File: src/rtl/univ_shift_reg.sv
// Universal shift register: hold, logical shift both ways, rotate both ways,
// arithmetic shift right, parallel load and clear. A saturating shift counter
// and a one-cycle completion pulse let it serve directly as a serialiser or
// deserialiser.
module univ_shift_reg #(
   parameter int unsigned             WIDTH   = 8,
   parameter logic [WIDTH-1:0]        RST_VAL = '0
) (
   input  logic                        sys_clk,
   input  logic                        sys_rst,
   input  logic                        en,
   input  logic [2:0]                  mode,
   input  logic [WIDTH-1:0]            d,
   input  logic                        ser_in_msb,
   input  logic                        ser_in_lsb,
   output logic [WIDTH-1:0]            q,
   output logic                        ser_out_msb,
   output logic                        ser_out_lsb,
   output logic [$clog2(WIDTH+1)-1:0]  shift_cnt,
   output logic                        done
);

   localparam int unsigned CW = $clog2(WIDTH + 1);
   localparam logic [CW-1:0] CNT_MAX  = CW'(WIDTH);
   localparam logic [CW-1:0] CNT_LAST = CW'(WIDTH - 1);

   // Mode encodings; values are fixed by the external interface.
   localparam logic [2:0] M_HOLD  = 3'b000;
   localparam logic [2:0] M_SHR   = 3'b001;
   localparam logic [2:0] M_SHL   = 3'b010;
   localparam logic [2:0] M_ROR   = 3'b011;
   localparam logic [2:0] M_ROL   = 3'b100;
   localparam logic [2:0] M_LOAD  = 3'b101;
   localparam logic [2:0] M_ASR   = 3'b110;
   localparam logic [2:0] M_CLEAR = 3'b111;

   logic [WIDTH-1:0] q_r;
   logic [WIDTH-1:0] q_next;
   logic [CW-1:0]    cnt_r;
   logic [CW-1:0]    cnt_next;
   logic             done_r;
   logic             done_next;
   logic             is_shift;

   // Shift-class modes advance the counter; LOAD/CLEAR restart it; HOLD leaves it.
   always_comb begin
      is_shift = 1'b0;
      case (mode)
         M_SHR, M_SHL, M_ROR, M_ROL, M_ASR: is_shift = 1'b1;
         default:                           is_shift = 1'b0;
      endcase
   end

   // Next-state data path and counter/pulse generation for the enabled case.
   always_comb begin
      q_next    = q_r;
      cnt_next  = cnt_r;
      done_next = 1'b0;
      if (en) begin
         case (mode)
            M_HOLD:  q_next = q_r;
            M_SHR:   q_next = {ser_in_msb, q_r[WIDTH-1:1]};
            M_SHL:   q_next = {q_r[WIDTH-2:0], ser_in_lsb};
            M_ROR:   q_next = {q_r[0], q_r[WIDTH-1:1]};
            M_ROL:   q_next = {q_r[WIDTH-2:0], q_r[WIDTH-1]};
            M_LOAD:  q_next = d;
            M_ASR:   q_next = {q_r[WIDTH-1], q_r[WIDTH-1:1]};
            M_CLEAR: q_next = RST_VAL;
            default: q_next = q_r;
         endcase

         if (mode == M_LOAD || mode == M_CLEAR) begin
            cnt_next = '0;
         end else if (is_shift && cnt_r < CNT_MAX) begin
            // Pulse only on the WIDTH-1 -> WIDTH transition, so saturation never re-fires.
            cnt_next  = cnt_r + 1'b1;
            done_next = (cnt_r == CNT_LAST);
         end
      end
   end

   // Register update with synchronous reset overriding enable and mode.
   always_ff @(posedge sys_clk) begin
      if (sys_rst) begin
         q_r    <= RST_VAL;
         cnt_r  <= '0;
         done_r <= 1'b0;
      end else begin
         q_r    <= q_next;
         cnt_r  <= cnt_next;
         done_r <= done_next;
      end
   end

   assign q           = q_r;
   assign ser_out_msb = q_r[WIDTH-1];
   assign ser_out_lsb = q_r[0];
   assign shift_cnt   = cnt_r;
   assign done        = done_r;

endmodule

File: config.mk
export PLATFORM = sky130hd
export DESIGN_NAME = univ_shift_reg
export DESIGN_NICKNAME = d
export VERILOG_FILES = /design/src/rtl/univ_shift_reg.sv
export SDC_FILE = /design/constraint.sdc
export NUM_CORES = 1
export LEC_CHECK = 0
export CORE_AREA = 10 10 57 59
export CTS_CLUSTER_DIAMETER = 100
export DETAILED_ROUTE_END_ITERATION = 16
export DIE_AREA = 0 0 67 69
export GPL_TIMING_DRIVEN = 0
export PLACE_DENSITY = 0.73
export SLEW_MARGIN = 25
export SYNTH_ARGS = -nofsm -noshare
export SYNTH_HDL_FRONTEND = slang
export SYNTH_SLANG_ARGS = --single-unit
File: constraint.sdc
create_clock -name sys_clk -period 1.1 [get_ports sys_clk]
set_input_delay 0.165 -clock sys_clk [delete_from_list [all_inputs] [get_ports sys_clk]]
set_output_delay 0.165 -clock sys_clk [all_outputs]
set_load 0.05 [all_outputs]
==> Word-level counts from Yosys, hierarchy flattened <==
Index checks and enable logic that the tools add are counted.
{ "totals": {"ff_bits": 13, "in_bits": 16, "word_cells": 31} }
{ "classes": {"n_addsub": 1, "order_cmp": 1, "n_eq_ne": 8, "n_mux": 4, "n_bitwise": 4, "n_reduce_logical": 9} }
{ "ops": {"columns": ["operator", "n"], "rows": [
  ["8-bit case mux with 7 select lines", 1],
  ["3-bit == test (second input constant)", 4],
  ["4-bit two-way mux", 2],
  ["3-bit by 2-bit == test with 1-bit output (second input constant)", 2],
  ["5-bit OR reduction", 1],
  ["4-bit by 1-bit adder with 4-bit output (second input constant)", 1],
  ["4-bit by 3-bit == test with 1-bit output (second input constant)", 1],
  ["4-bit less-than comparator (second input constant)", 1],
  ["1-bit NOT", 4],
  ["2-bit AND reduction", 2],
  ["4-bit OR reduction", 1],
  ["3-bit by 1-bit == test with 1-bit output (second input constant)", 1],
  ["3-bit logical NOT", 1],
  ["3-bit AND reduction", 1],
  ["2-bit nonzero test", 1],
  ["1-bit logical AND", 1],
  ["1-bit logical OR", 1],
  ["1-bit two-way mux", 1]
]} }

==> Depth between registers and ports, before layout <==
{ "logic_depth": {"depth_word": 6, "mapped_depth": 5, "mapped_depth_nobuf": 4} }

==> Worst setup path before layout <==
OpenSTA, ideal clock, no wires.
{ "synth_timing": {"path_kind": "register -> register", "from": "register cnt_r[0], in the netlist shift_cnt[0]", "to": "register cnt_r[2], in the netlist shift_cnt[2]", "t_arrival_ns": 1.152, "required_time_ns": 0.978, "slack_ns": -0.174, "path_stages_with_launch": 5, "synth_period_minus_slack_ns": 1.274, "cell_sequence": "dfxtp_1 > ha_1 > nand2b_1 > a21oi_1 > o21ai_0"} }
{ "synth_via": {"elab_chain_cells": 4, "elab_cells_between_ends": 7} }
{ "synth_rtl": {"columns": ["element", "line", "rtl"], "rows": [
  ["start: declaration", "39", "logic [CW-1:0] cnt_r;"],
  ["start signal: assignment", "90", "cnt_r <= cnt_next;"],
  ["4-bit less-than comparator", "74", "end else if (is_shift && cnt_r < CNT_MAX) begin"],
  ["1-bit logical AND", "74", null],
  ["2-bit nonzero test (no line)", null, null],
  ["2-bit AND reduction (no line)", null, null]
]} }
Several ways; a longest one is shown, not always the timed one. The select of a mux whose other input is x is not followed.
A chain may end at the register's enable or synchronous reset.

==> Worst setup path after layout <==
{ "layout_timing": {"from": "register cnt_r[0], in the netlist shift_cnt[0]", "to": "register cnt_r[0], in the netlist shift_cnt[0]"} }
Same word-level chain as after synthesis.

==> metrics.yaml <==
peakVddDrop_mv: 0.452
synth_common_cells: "a31oi_1, dfxtp_1, o21ai_0"
syn_avg_cell_area_um2: 8.07
start_kind: "flip-flop"
ys_ff_latch: 13
p_leak_nw: 0.486
grt_pass1_wl_um: 4250
path_depth: 2
synth_area_um2: 823
path_buf_inv: 0
wire_per_inst_um: 16.4
cts_tree: "done"
p_seq_share_pct: 41.2
cp.required_ps: 1330
wl_um: 2670
synth_top_area_share_pct: 31.6
final_util_pct: 57.1
core_area_um2: 2150
cp.arrival_ps: 1320
drv_slew: 0
antenna_found_initial: 0
nets: 153
grt_overflow: 0
synth-edff-count: 0
cp_top_family: "simple AND/OR/NAND/NOR gates"
cts_sinks: 13
dieHeight_um: 69
htreeDepth: 1
path_cells: "or4_1 -> a21oi_2"
finalSetupViolCount: 0
fmax_mhz: 917
path_class: "reg -> reg"
preCtsSetupSlack_ps: -796
whs_ps: 296
outcome: "finished clean"
synth.most_common_cell: "a31oi_1"
dieArea_um2: 4620
slowest_stage: "or4_1"
drt-vias-per-instance: 5.90
synth.distinct_cells: 30
fin_ws_ps: 9.76
async_flop_share_pct: 0
yosysWarnings: 0
start_util_pct: 38.3
tightest_slew_ps: 344
rsz0062_at_grt: "yes"
cts.clk_slew.worst_paths_ps: 80
synth_top_area_cell: "dfxtp_1"
syn_nets: 119
grt_max_degree: 11
drtPass1Iterations: 4
regToRegSetupSlack_ps: 10
globalplace.congestion: 0.845
worstRegToRegCells: 2
drc: 0
period_share_pct: 99.1
pwr-share-comb_pct: 33.1
maxCapViolCount: 0
cts_buffer_depth: 2
power_density_nw_per_um2: 1040
ant_nets: 0
min_period_ps: 1090
hold-path-cell-count: 4
first_iter_violations: 60
p_sw_w: 0.000469
dp_hpwl_um: 1910
drive_gt1_share_pct: 31.9
holdCritPathClass: "in -> reg"
area_growth_pct: 49.1
rows: 17
critPathMaxStageDelay_ps: 530
cts-root-buf: "clkbuf_4"
ys.flop_type: "dfxtp_1"
cellInternalPower_w: 0.000810
synthCells: 102
die_x_um: 67
synth.area.top_cells: "dfxtp_1, a31oi_1, o21ai_0, o21bai_1, and3b_1"
diodes: 0
io-pin-count: 31
pwr-share-clk_pct: 25.7
insertion_delay_ps: 290
power.switching_fraction_pct: 36.6
ys_seq_area_share_pct: 31.6
finalHoldViolCount: 0
slew_headroom_pct: 76.9
fin_tns_setup_ps: 0
finish.instance_area_um2: 1230
cts_buffers: 3
grt_pass1_vias: 940
crit_path_end_kind: "flip-flop"
critPathMaxFanout: 5
port_buffers: 29
gr-usage-all-layers_pct: 11.2
vias: 961
fin_skew_ps: 5.27
placed_cell_area_um2: 1160
==> placed cells by master (no fill, tap or decap), types with 3 or more instances in the layout <==
cell             count
buf_2                5
nor2_1               4
buf_6                4
inv_1                5
buf_4               10
nand2b_1             4
a31oi_1             20
o21bai_1             6
dfxtp_4              3
dfxtp_2              4
dfxtp_1              6
clkdlybuf4s50_1     11
clkbuf_4             6
o21ai_0             12
==> per-stage QoR <==
stage / std cells / power (W)
after floorplan: 102 / 0.000784
after global placement: 159 / 0.000938
after detailed placement: 159 / 0.000942
after CTS: 163 / 0.00126
after global routing: 163 / 0.00132
final: 163 / 0.00128
==> worst register-to-register path, stage by stage, from the launching register on <==
cell and delay [ps]:
dfxtp_4 360, or4_1 530, a21oi_2 130
==> worst paths after layout <==
kind                        to          from
setup reg to reg  shift_cnt[0]  shift_cnt[0]
hold reg to reg           done  shift_cnt[2]
setup / recovery  shift_cnt[0]  shift_cnt[0]
hold / removal    shift_cnt[2]       mode[0]
==> power by group through the flow <==
stage | Sequential [W] | Combinational [W] | Clock [W]
CTS | 0.000527 | 0.000411 | 0.000319
finish | 0.000527 | 0.000424 | 0.000328
floorplan | 0.000620 | 0.000164 | 0
global route | 0.000531 | 0.000454 | 0.000332
global placement | 0.000538 | 0.000400 | 0
detailed placement | 0.000538 | 0.000403 | 0
==> timing repair <==
item	in CTS	in global routing
resized for setup	102	15
cloned	0	0
setup endpoints to repair	28	15
setup buffers	0	2
hold buffers	0	0
==> logic make-up after synthesis <==
group           after synthesis  synth area share (%)
compound gates               50                  38.9
simple gates                 23                  17.3
buf+inv                      14                  9.57
flops                        13                  31.6
xor+xnor                      1                  1.06
fa+ha+maj                     1                  1.52
==> registers in the layout (all words and copies together) (netlist names) <==
signal,count
q,8
shift_cnt,4
done,1
==> routing by layer <==
metal | up-vias | global-route usage [%] | share of wire, %
met5 | - | 0 | 0
met4 | 0 | 8.37 | 2.7
met3 | 5 | 1.93 | 4.6
met2 | 27 | 18.6 | 49
met1 | 469 | 12.0 | 43
li1 | 460 | - | -
==> area by class of cell <==
| cell class | instances | area (um^2) |
|---|---|---|
| clock buffers | 4 | 26.3 |
| plain buffers | 7 | 58.8 |
| inverters | 5 | 18.8 |
| flip-flops and latches | 13 | 277 |
| multi-input cells | 75 | 533 |
| repair buffers | 31 | 279 |
| well taps | 28 | 35.0 |
| fillers | 207 | 921 |
(Power assumes the default switching activity.)
